## config.mk

```make
export PLATFORM = sky130hd
export DESIGN_NAME = hazard_ctrl
export DESIGN_NICKNAME = d
export VERILOG_FILES = /design/src/rtl/hazard_pkg.sv /design/src/rtl/hazard_scoreboard.sv /design/src/rtl/hazard_ctrl.sv
export SDC_FILE = /design/constraint.sdc
export NUM_CORES = 1
export LEC_CHECK = 0
export ABC_AREA = 1
export BUFFER_PORTS_ARGS = -buffer_cell sky130_fd_sc_hd__buf_2
export CAP_MARGIN = 20
export CORE_ASPECT_RATIO = 0.75
export CORE_MARGIN = 1.5
export CORE_UTILIZATION = 55
export DETAILED_ROUTE_END_ITERATION = 12
export HOLD_SLACK_MARGIN = 0.08
export PLACE_DENSITY = 0.81
export SLEW_MARGIN = 20
export SYNTH_ARGS = -nofsm -noshare
export SYNTH_HDL_FRONTEND = slang
export SYNTH_SLANG_ARGS = --single-unit
```

## constraint.sdc

```tcl
create_clock -name clk -period 5.05 [get_ports clk]
set_clock_uncertainty 0.2 [all_clocks]
set_input_delay 0.2525 -clock clk [delete_from_list [all_inputs] [get_ports clk]]
set_output_delay 0.2525 -clock clk [all_outputs]
set_load 0.01 [all_outputs]
```

## src/rtl/hazard_pkg.sv

```systemverilog
// hazard_pkg: shared state encoding, scoreboard slot width and ID/EX bubble controls
package hazard_pkg;
  typedef enum logic [1:0] {RUN = 2'b00, DRAIN = 2'b01, HALTED = 2'b10} state_t;
  localparam int SLOT_W = 4;
  typedef struct packed {
    logic reg_wr_en;
    logic mem_en;
    logic mem_wr;
    logic dump;
    logic jump;
    logic branch;
  } idex_ctrl_t;
  localparam idex_ctrl_t BUBBLE_CTRL = '0;
endpackage

```

## src/rtl/hazard_scoreboard.sv

```systemverilog
// hazard_scoreboard: EX/MEM in-flight writer slots with hold, kill and source match
module hazard_scoreboard
  import hazard_pkg::*;
(
  input  logic       clk,
  input  logic       rst,
  input  logic       hold,
  input  logic       kill,
  input  logic       wr_valid,
  input  logic [2:0] wr_dst,
  input  logic [2:0] rs,
  input  logic [2:0] rt,
  output logic       match_rs,
  output logic       match_rt
);
  logic [SLOT_W-1:0] ex, mem;
  always_ff @(posedge clk) begin
    if (rst) begin
      ex  <= '0;
      mem <= '0;
    end else if (!hold) begin
      mem <= ex;
      ex  <= kill ? '0 : {wr_valid, wr_dst};
    end
  end
  always_comb begin
    match_rs = (ex[SLOT_W-1] && ex[2:0] == rs) || (mem[SLOT_W-1] && mem[2:0] == rs);
    match_rt = (ex[SLOT_W-1] && ex[2:0] == rt) || (mem[SLOT_W-1] && mem[2:0] == rt);
  end
endmodule

```

## src/rtl/hazard_ctrl.sv

```systemverilog
// hazard_ctrl: decode-stage RAW stall, flush, bubble and dump-drain control
module hazard_ctrl
  import hazard_pkg::*;
#(
  parameter int DRAIN_CYCLES = 3,
  parameter int CNT_W        = 16
) (
  input  logic             clk,
  input  logic             rst,
  input  logic             dec_valid,
  input  logic [2:0]       dec_rs,
  input  logic [2:0]       dec_rt,
  input  logic             dec_rs_used,
  input  logic             dec_rt_used,
  input  logic [2:0]       dec_dst,
  input  logic             dec_wr_en,
  input  logic             dec_dump,
  input  logic             ex_flush,
  input  logic             mem_stall,
  output logic             pc_en,
  output logic             ifid_en,
  output logic             ifid_flush,
  output logic             idex_en,
  output logic             idex_bubble,
  output logic             halt_out,
  output logic [CNT_W-1:0] stall_cycles
);
  localparam int DW = $clog2(DRAIN_CYCLES + 1);
  state_t        state;
  logic [DW-1:0] drain_cnt;
  logic          match_rs, match_rt, hazard, run, drn, stall_inc, issue;
  hazard_scoreboard u_sb (
    .clk      (clk),
    .rst      (rst),
    .hold     (mem_stall || state == HALTED),
    .kill     (idex_bubble),
    .wr_valid (dec_valid && dec_wr_en),
    .wr_dst   (dec_dst),
    .rs       (dec_rs),
    .rt       (dec_rt),
    .match_rs (match_rs),
    .match_rt (match_rt)
  );
  always_comb begin
    run         = state == RUN;
    drn         = state == DRAIN;
    hazard      = dec_valid && ((dec_rs_used && match_rs) || (dec_rt_used && match_rt));
    stall_inc   = run && !mem_stall && !ex_flush && hazard;
    issue       = run && !mem_stall && !ex_flush && !hazard;
    pc_en       = run && !mem_stall && (ex_flush || !hazard);
    ifid_en     = pc_en;
    ifid_flush  = run && !mem_stall && ex_flush;
    idex_en     = (run || drn) && !mem_stall;
    idex_bubble = drn || (run && !mem_stall && (ex_flush || hazard));
  end
  always_ff @(posedge clk) begin
    if (rst) begin
      state        <= RUN;
      drain_cnt    <= '0;
      halt_out     <= 1'b0;
      stall_cycles <= '0;
    end else begin
      if (stall_inc && stall_cycles != '1) stall_cycles <= stall_cycles + CNT_W'(1);
      case (state)
        RUN: if (issue && dec_valid && dec_dump) begin
          state     <= DRAIN;
          drain_cnt <= '0;
        end
        DRAIN: if (!mem_stall) begin
          drain_cnt <= drain_cnt + DW'(1);
          if (drain_cnt == DW'(DRAIN_CYCLES - 1)) begin
            state    <= HALTED;
            halt_out <= 1'b1;
          end
        end
        default: ;
      endcase
    end
  end
endmodule

```

# ---- Word-level counts from Yosys, hierarchy flattened
# Index checks and enable logic that the tools add are counted.
dict set report word_totals {
  input_bits 18
  output_inout_bits 22
  wordCells 63
  ff_bits 29
}
dict set report classes {
  n_eq_ne 11
  n_reduce_logical 35
  n_bitwise 1
  addsub 2
  muxes 8
}
# op count
set ops {}
lappend ops {{1-bit logical AND} 19}
lappend ops {{16-bit by 1-bit adder with 16-bit output (second input constant)} 1}
lappend ops {{16-bit inequality test (second input constant)} 1}
lappend ops {{3-bit == test} 4}
lappend ops {{2-bit 2-to-1 mux} 5}
lappend ops {{1-bit logical OR} 8}
lappend ops {{2-bit case mux with 2 select lines} 2}
lappend ops {{3-bit AND reduction} 2}
lappend ops {{2-bit == test (second input constant)} 2}
lappend ops {{4-bit 2-to-1 mux} 1}
lappend ops {{2-bit by 1-bit inequality test with 1-bit output (second input constant)} 2}
lappend ops {{4-bit AND reduction} 1}
lappend ops {{1-bit zero test} 3}
lappend ops {{2-bit by 1-bit adder with 2-bit output (second input constant)} 1}
lappend ops {{2-bit by 1-bit == test with 1-bit output (second input constant)} 1}
lappend ops {{2-bit zero test} 1}
lappend ops {{2-bit inequality test (second input constant)} 1}
lappend ops {{2-bit nonzero test} 1}
lappend ops {{1-bit NOT} 1}

# ---- Longest topological paths before layout
# Gate-level depths: netlist of the first run.
dict set report depth {
  depth_word 12
  mapped_depth 12
  mapped_depth_nobuf 12
}

# ---- By module
# From an unflattened synthesis of the first run, not the netlist that was laid out.
dict set report hier_totals {
  cells_unflattened 301
  area_unflattened_um2 1834.3
}
# module area_each_um2 n_inst seq_area_each_um2 cells_per_inst
set modules_own_cells {}
lappend modules_own_cells {hazard_ctrl 1322.5 1 420.4 207}
lappend modules_own_cells {hazard_scoreboard 511.7 1 160.2 94}

# ---- Worst setup path after synthesis of the first run
# OpenSTA, ideal clock, no wires.
dict set report synth_path {
  kind {flip-flop to output port}
  from {register u_sb.ex[1]}
  to {output pc_en}
  n_path_buf 2
  arrival_time_ns 1.466
  required_time_ns 4.598
  path_slack_ns 3.131
  stages_incl_launch_ff 11
  cell_sequence {dfxtp_1 nand2_1 nand2_1 nor2_1 nand2_1 nand2_1 nand2_1 nand2_1 buf_4 a31oi_1 buf_4}
}
dict set report synth_via {
  elab_chain_len 9
  word_cells_on_any_way 13
  cone_classes {2 x eq/ne; 11 x reduce/logical}
}
# element line
set synth_lines {}
lappend synth_lines {{start, declared} hazard_scoreboard.sv:16} ;# logic [SLOT_W-1:0] ex, mem;
lappend synth_lines {{start signal, assigned} hazard_scoreboard.sv:23} ;# ex <= kill ? '0 : {wr_valid, wr_dst};
lappend synth_lines {{3-bit == test, on equally long branches} {hazard_scoreboard.sv:27, hazard_scoreboard.sv:28}}
lappend synth_lines {{1-bit logical AND, on equally long branches} {hazard_scoreboard.sv:27, hazard_scoreboard.sv:28}}
lappend synth_lines {{1-bit logical OR, on equally long branches} {hazard_scoreboard.sv:27, hazard_scoreboard.sv:28}}
lappend synth_lines {{1-bit logical AND} hazard_ctrl.sv:47} ;# hazard = dec_valid && ((dec_rs_used && match_rs) || (dec_rt_used && match_rt));
lappend synth_lines {{1-bit logical OR *} hazard_ctrl.sv:47}
lappend synth_lines {{1-bit logical AND *} hazard_ctrl.sv:47}
lappend synth_lines {{1-bit zero test *} hazard_ctrl.sv:50} ;# pc_en = run && !mem_stall && (ex_flush || !hazard);
lappend synth_lines {{1-bit logical OR *} hazard_ctrl.sv:50}
lappend synth_lines {{1-bit logical AND *} hazard_ctrl.sv:50}
lappend synth_lines {{end, declared} hazard_ctrl.sv:20} ;# output logic pc_en,
# Mark *: on every way between the ends. The rest lies on a longest branch, timed or not.

# ---- Worst setup path after layout of the first run
dict set report layout_path {
  from {register u_sb.ex[0]}
  to {output idex_bubble}
}
dict set report layout_via {
  elab_chain_len 9
  word_cells_on_any_way 13
  cone_classes {2 x eq/ne; 11 x reduce/logical}
}
# element line
set layout_lines {}
lappend layout_lines {{3-bit == test, on equally long branches} {hazard_scoreboard.sv:27, hazard_scoreboard.sv:28}}
lappend layout_lines {{1-bit logical AND, on equally long branches} {hazard_scoreboard.sv:27, hazard_scoreboard.sv:28}}
lappend layout_lines {{1-bit logical OR, on equally long branches} {hazard_scoreboard.sv:27, hazard_scoreboard.sv:28}}
lappend layout_lines {{1-bit logical AND} hazard_ctrl.sv:47}
lappend layout_lines {{1-bit logical OR *} hazard_ctrl.sv:47}
lappend layout_lines {{1-bit logical AND *} hazard_ctrl.sv:47}
lappend layout_lines {{1-bit logical OR *} hazard_ctrl.sv:54} ;# idex_bubble = drn || (run && !mem_stall && (ex_flush || hazard));
lappend layout_lines {{1-bit logical AND *} hazard_ctrl.sv:54}
lappend layout_lines {{1-bit logical OR *} hazard_ctrl.sv:54}
lappend layout_lines {{end, declared} hazard_ctrl.sv:24} ;# output logic idex_bubble,
# Marked as above.

==> results of run 1 <==
[per-stage QoR]
| stage | utilization [%] | hold slack, ns | area (um^2) | total power, uW | setup slack [ns] |
|---|---|---|---|---|---|
| floorplan | - | 0.226 | 1740 | 277 | 3.13 |
| global placement | 65.4 | 0.242 | 1950 | 293 | 2.83 |
| detailed placement | 65.4 | 0.254 | 1950 | 294 | 2.79 |
| CTS | 68.8 | 0.112 | 2050 | 507 | 2.47 |
| global route | 68.8 | 0.128 | 2050 | 526 | 2.19 |
| finish | 68.8 | 0.118 | 2050 | 505 | 2.47 |
[layout make-up]
class / instances / area (um^2)
clock buffers: 7 / 96.3
clock inverters: 1 / 5.00
fillers: 273 / 930
inverters: 34 / 128
multi-input cells: 206 / 988
flip-flops and latches: 29 / 581
well taps: 38 / 47.5
repair buffers: 40 / 203
[metal layers]
metal	track usage [%]	vias to the layer above	share of wire (%)
li1	-	948	-
met1	35.9	806	53
met2	38.2	48	41
met3	6.71	7	5.3
met4	9.33	0	0.88
met5	0	-	0
[layout by cell type (no fill, tap or decap), drive strengths merged, types with 2 or more instances in the layout]
cell type,n
nand2,81
nor2,41
buf,40
inv,34
dfxtp,29
nand3,27
a21oi,22
o21ai,11
xor2,7
clkbuf,7
xnor2,6
nor3,4
ha,2
[kinds of logic after synthesis]
kind of cell,Yosys count
AO/OA/AOI/OAI,35
XOR/XNOR,13
adder cells (fa/ha/maj),2
buffers and inverters,41
flip-flops,29
AND/OR/NAND/NOR,156
[worst min-delay path, cell delays in order]
cell,delay (ns)
buf_2,0.09
inv_1,0.04
nor2_1,0.04
nand3_1,0.07
a21oi_1,0.06
[power groups by stage]
stage / clock network (uW) / registers, uW / logic, uW
after floorplan: 0 / 242 / 35.1
after global placement: 0 / 243 / 49.7
after detailed placement: 0 / 243 / 50.6
after CTS: 218 / 238 / 50.8
after global routing: 228 / 239 / 58.9
final: 215 / 239 / 51.1
[worst paths after layout]
path                     end  slack [ns]  cells past startpoint
min               u_sb.ex[1]        0.12                      5
max              idex_bubble        2.47                     11
min reg2reg     drain_cnt[0]        0.26                      1
max reg2reg  stall_cycles[1]        2.81                      7
[sequential cells by signal (all words and copies together) (netlist names)]
signal,count
u_sb.mem,4
halt_out,1
state,2
stall_cycles,16
drain_cnt,2
u_sb.ex,4
==> results.txt, run 1 <==
outcome - completed
DR vias - 1,809
initial antenna violation count - 0
Pint - 375 uW
Slew @ Worst Pin - 0.716 ns
Clk pin slew, worst setup/hold paths - 0.06 ns
number of synthesized flops with an enable pin - 0
ant diodes - 0
Yosys top cell area share - 33.3%
XOR/XNOR Fraction of Synth Area - 6.54%
post-CTS resize count - 0
Die Ht - 51.7 um
combinational family with the most area after synthesis - simple AND/OR/NAND/NOR gates
CP max FO - 16
sequential area share after synthesis - 33.3%
first-pass GRT wire length - 6820 um
sequential fraction of design power - 47.2%
vias in the first global route - 1,571
Pwr Density - 246 mW/mm^2
deepest clock path buffer count - 2
clock share of power - 42.6%
worst endpoint required time - 4.60 ns
WL/cell - 11.3 um
CP arrival - 2.13 ns
count of final max-slew check failures - 0
Final min period - 2.58 ns
Syn Area/Cell - 6.31 um^2
die footprint - 0.00352 mm^2
Die X - 68.0 um
Initial Util - 58.5%
synthesis-to-layout area growth - 17.6%
DRT Pass-1 Iters - 4
CP Capture Type - output pin
final antenna-violating net count - 0
Syn Inst Count - 276
yosys warns - 0
Area contributors post-synth - dfxtp_1 (33%), nand2_1 (17%), nor2_1 (8.6%)
Setup CP Type - reg -> out
max-cap violation count - 0
number of setup buffers added after CTS - 0
area of the mapped netlist - 0.00174 mm^2
Comb pwr share - 10.1%
Residual DRC - 0
RSZ-0062 raised after global routing - no
CP startpoint - u_sb.ex[0]
worst vdd ir - 0.165 mV
Startpoint Class - flip-flop
number of buffers created by CTS - 5
worst hold path type - in -> reg
FF+latch count, synth - 29
slowest cell on the critical path - nand2_1
Max Freq - 387 MHz
library cells used by synthesis - 26
worst r2r src - stall_cycles[0]
largest net degree at the start of global routing - 21
dpl cells - 347
area leader, netlist - dfxtp_1
GRT Total Usage - 25.8%
slowest stage delay, CP - 0.45 ns
Sw Pwr - 130 uW
fin cells - 355
share of cells above drive strength 1 - 18.6%
CORE AREA - 0.00298 mm^2
DR vias/cell - 5.10
TritonCTS clock tree - yes
crit path cell chain - inv_2, nand2_1, nand2_1, nor2_1, nand2_1, nand2_1, nand2_1, nand2_1, nand3_1, nand2_1, buf_2
1st-iter DRT viols - 170
Largest delay share family, worst path - simple AND/OR/NAND/NOR gates
total negative slack - 0 ns
# clock sinks - 29
number of top-level pins - 40
Leakage - 0.00101 uW
Primary FF master, synth - dfxtp_1
H-tree depth - 2
Total Nets Final - 336
Post-Syn Nets - 296
Rows - 17
clk_lat worst skew - 0.29 ns
Max transition margin - 52.2%
Synth Area in Compound Gates - 10.5%
hpwl dp - 2920 um
Post-Synth Adder-Cell Area - 1.44%
Buf/Inv on CP - 2
Simple-Gate Fraction of Synth Area - 38.3%
multiplexer area fraction after synthesis - 0%
most common cell in the netlist - nand2_1
final setup violation count - 0
total wire length - 4000 um
buffers added on ports - 39
Net Sw Frac - 25.7%
Final Hold Vio Count - 0
GRT overflow - 0
ys async rst share - 0%
clock root buffer - clkbuf_8
Placer Congestion - 0.899
most frequent CP cell - nand2_1
top post-synthesis cells by count - nand2_1 (79), nor2_1 (40), inv_1 (30)
Post-CTS Hold Buffers - 0
Worst Hold Launch - dec_dst[1]
crit share post-route - 51.2%
No activity file was read; power rests on OpenSTA's default activity.
==> run 2: changes to the inputs <==
CORE_UTILIZATION = 53   (was 55)
PLACE_DENSITY = 0.79   (was 0.81)
clock period = 2.7 ns   (was 5.05 ns; I/O delays follow)
==> results.txt, run 2 (synthesis gave the netlist of run 1 again) <==
worst vdd ir - 0.294 mV
worst hold path type - in -> reg
worst endpoint required time - 2.66 ns
Placer Congestion - 0.927
Tot Pwr - 950 uW
clk_lat worst skew - 0.28 ns
GRT Total Usage - 25.3%
vias in the first global route - 1,585
TritonCTS clock tree - yes
H-tree depth - 2
CP arrival - 2.41 ns
Final Hold Vio Count - 0
Storage cell area - 581 um^2
Comb pwr share - 11.8%
total negative slack - 0 ns
CP Capture Type - flip-flop
sequential fraction of design power - 46.9%
WL/cell - 11.6 um
Net Sw Frac - 24.9%
DRT Pass-1 Iters - 4
total wire length - 4270 um
Slew @ Worst Pin - 0.691 ns
crit share post-route - 90.6%
1st-iter DRT viols - 147
commonest non-fill, non-tap cell in the layout - nand2_1
clock root buffer - clkbuf_8
pre-CTS setup slack - 0.523 ns
Rows - 17
clock share of power - 41.3%
Max transition margin - 53.9%
deepest clock path buffer count - 2
ant diodes - 0
Sw Pwr - 237 uW
Pint - 713 uW
Setup CP Type - reg -> reg
Die Ht - 52.6 um
post-CTS resize count - 0
CORE AREA - 0.00304 mm^2
DR vias/cell - 4.98
count of final max-slew check failures - 0
dpl cells - 348
DR vias - 1,833
hpwl dp - 3020 um
Clk pin slew, worst setup/hold paths - 0.07 ns
max reg flops - 16
final setup violation count - 0
share of cells above drive strength 1 - 18.2%
first-pass GRT wire length - 7110 um
Reg with most FFs - stall_cycles
Max Freq - 409 MHz
Final min period - 2.45 ns
Initial Util - 57.3%
number of buffers created by CTS - 5
most frequent cells in the layout - nand2_1 (79), nor2_1 (40), buf_2 (39)
final antenna-violating net count - 0
initial antenna violation count - 0
# clock sinks - 29
fin cells - 368
outcome - completed
Total Nets Final - 349
Startpoint Class - flip-flop
CP max FO - 9
Pwr Density - 437 mW/mm^2
Leakage - 0.00107 uW
buffers added on ports - 39
Die X - 69.2 um
die footprint - 0.00364 mm^2
largest net degree at the start of global routing - 21
largest registers - stall_cycles x16, u_sb.ex x4, u_sb.mem x4
Residual DRC - 0
Multi-input gate area - 988 um^2
max-cap violation count - 0
GRT overflow - 0
# fillers - 264
RSZ-0062 raised after global routing - no
setup slack after layout - 0.253 ns
synthesis-to-layout area growth - 24.9%
number of top-level pins - 40
run 2: cell type report:
type / instances / share of cell area (%)
timing repair buffer: 53 / 15.2
inverter: 34 / 5.87
tap: 38 / 2.19
clock buffer: 7 / 4.43
multi-input combinational: 206 / 45.4
sequential: 29 / 26.7
clock inverter: 1 / 0.230
run 2: layer usage:
| layer | global-route usage (%) | up-vias | part of all wire [%] |
|---|---|---|---|
| li1 | - | 973 | - |
| met1 | 36.1 | 796 | 51 |
| met2 | 37.3 | 62 | 41 |
| met3 | 7.31 | 2 | 7.0 |
| met4 | 6.21 | 0 | 0.28 |
| met5 | 0 | - | 0 |
run 2: repair_timing:
item / in CTS / in global routing
hold endpoints to repair: 18 / 0
setup buffers: 0 / 0
hold buffers: 12 / 0
setup endpoints to repair: 0 / 0
run 2: final timing paths:
path                        to  cells after the start          from  slack, ns
setup / recovery    u_sb.ex[2]                     12    u_sb.ex[0]       0.25
hold / removal      u_sb.ex[3]                      4     dec_valid       0.15
setup reg to reg    u_sb.ex[2]                     12    u_sb.ex[0]       0.25
hold reg to reg   drain_cnt[0]                      1  drain_cnt[0]       0.27
run 2: power by group through the flow:
stage                     registers (uW)  logic [uW]  clock network, uW
after floorplan                      453        65.6                  0
after global placement               455        96.4                  0
after detailed placement             454        97.3                  0
after CTS                            445         111                399
after global routing                 446         128                420
final                                445         113                392
run 2: worst max-delay path: stages (launching register included):
cell           delay [ns]
dfxtp_1              0.40
inv_2                0.05
nand2_1              0.05
nand2_1              0.04
nor2_1               0.12
nand2_1              0.07
nand2_1              0.06
nand2_1              0.06
nand2_1              0.27
nand3_1              0.23
nand3_1              0.14
a21oi_1              0.07
dlygate4sd3_1        0.57
run 2: metrics by stage:
step                cell area (um^2)  utilization, %  hold slack (ns)
finish                          2180            71.5            0.150
global route                    2180            71.5            0.172
CTS                             2180            71.5            0.139
detailed placement              1950            64.3            0.246
global placement                1950            64.3            0.248
floorplan                       1740               -            0.161
==> run 3: changes to the inputs <==
--- a/config.mk
+++ b/config.mk
@@ -9,5 +9,4 @@
 export BUFFER_PORTS_ARGS = -buffer_cell sky130_fd_sc_hd__buf_2
 export CAP_MARGIN = 20
-export CORE_ASPECT_RATIO = 0.75
 export CORE_MARGIN = 1.5
 export CORE_UTILIZATION = 53
==> constraint.sdc (replaced) <==
create_clock -name clk -period 2.7 [get_ports clk]
set_clock_uncertainty 0.2 [all_clocks]
set_input_delay 0.135 -clock clk [delete_from_list [all_inputs] [get_ports clk]]
set_output_delay 0.135 -clock clk [all_outputs]
set_load 0.005 [all_outputs]
==> results.txt, run 3 (synthesis gave the netlist of run 1 again) <==
outcome - completed
clock root buffer - clkbuf_4
CP Capture Type - flip-flop
hold slack - 0.113 ns
Final min period - 2.42 ns
Setup CP Type - reg -> reg
met2 wire length - 2020 um
Residual DRC - 0
Final Hold Vio Count - 0
max reg flops - 16
Worst Hold Launch - dec_valid
Die Ht - 60.3 um
WL/cell - 11.1 um
buffers added on ports - 39
number of setup buffers added after CTS - 0
max-cap violation count - 0
Max Freq - 413 MHz
Placer Congestion - 0.889
Max transition margin - 70.2%
number of top-level pins - 40
CP max FO - 16
CP arrival - 2.45 ns
count of final max-slew check failures - 0
reg2reg path depth - 12
total wire length - 4140 um
share of cells above drive strength 1 - 17.9%
number of buffers created by CTS - 5
total negative slack - 0 ns
Clk pin slew, worst setup/hold paths - 0.09 ns
deepest clock path buffer count - 2
M1 WL - 1870 um
Die X - 60.3 um
die footprint - 0.00364 mm^2
post-layout instance area - 0.00215 mm^2
clk_lat worst skew - 0.33 ns
Tot Pwr - 824 uW
Post-DP Area - 0.00196 mm^2
DR vias - 1,854
worst hold path type - in -> reg
largest net degree at the start of global routing - 21
Slew @ Worst Pin - 0.444 ns
Leakage - 0.00104 uW
most frequent cells in the layout - nand2_1 (78), nor2_1 (40), buf_2 (39)
worst endpoint required time - 2.73 ns
worst r2r src - u_sb.ex[0]
first-pass GRT wire length - 6960 um
crit share post-route - 89.6%
DR vias/cell - 4.96
ant diodes - 0
largest registers - stall_cycles x16, u_sb.ex x4, u_sb.mem x4
H-tree depth - 2
Final Util - 70.0%
hold path depth - 4
Rows - 20
commonest non-fill, non-tap cell in the layout - nand2_1
max layer used - met4
Reg with most FFs - stall_cycles
synthesis-to-layout area growth - 23.7%
GRT overflow - 0
CORE AREA - 0.00308 mm^2
DR WL met3 - 190 um
Pwr Density - 383 mW/mm^2
# clock sinks - 29
TritonCTS clock tree - yes
Total Nets Final - 350
RSZ-0062 raised after global routing - no
GRT Total Usage - 25.9%
DRT Pass-1 Iters - 4
worst vdd ir - 0.358 mV
CP startpoint - u_sb.ex[0]
initial antenna violation count - 0
final antenna-violating net count - 0
Startpoint Class - flip-flop
final setup violation count - 0
vias in the first global route - 1,626
hpwl dp - 2920 um
Initial Util - 56.6%
1st-iter DRT viols - 107
run 3: worst max-delay path: stages, from the launching register on:
cell	delay [ns]
dfxtp_1	0.43
inv_2	0.05
nand2_1	0.05
nand2_1	0.05
nor2_1	0.11
nand2_1	0.07
nand2_1	0.06
nand2_1	0.10
nand2_4	0.19
nand3_1	0.18
nand3_1	0.15
a21oi_1	0.10
dlygate4sd3_1	0.57
run 3: cell type report:
cell class	count	area, um^2
Multi-Input combinational cell	206	996
Sequential cell	29	581
Inverter	34	128
Fill cell	297	923
Clock buffer	7	55.1
Timing Repair Buffer	54	340
Tap cell	44	55.1
run 3: through the flow:
step	cells	setup WS, ns
global route	374	0.0548
finish	374	0.281
global placement	354	0.631
CTS	374	0.0703
floorplan	276	0.958
detailed placement	354	0.604
run 3: power by group:
part	switching (uW)	internal [uW]	total, uW
sequential	8.85	436	445
combinational	62.0	47.6	110
clock	147	123	270
total	218	606	824
run 3: final timing paths:
| kind | to | slack (ns) |
|---|---|---|
| max | u_sb.ex[1] | 0.28 |
| min | u_sb.ex[3] | 0.11 |
| max reg2reg | u_sb.ex[1] | 0.28 |
| min reg2reg | drain_cnt[0] | 0.26 |
run 3: repair_timing:
action	4_1_cts	5_1_grt
gates resized for setup	0	2
setup endpoints to repair	0	4
hold endpoints to repair	21	0
hold buffers	13	0
run 3: layer usage:
| layer | track usage (%) | vias up |
|---|---|---|
| li1 | - | 973 |
| met1 | 32.6 | 834 |
| met2 | 42.7 | 42 |
| met3 | 5.63 | 5 |
| met4 | 10.8 | 0 |
| met5 | 0 | - |
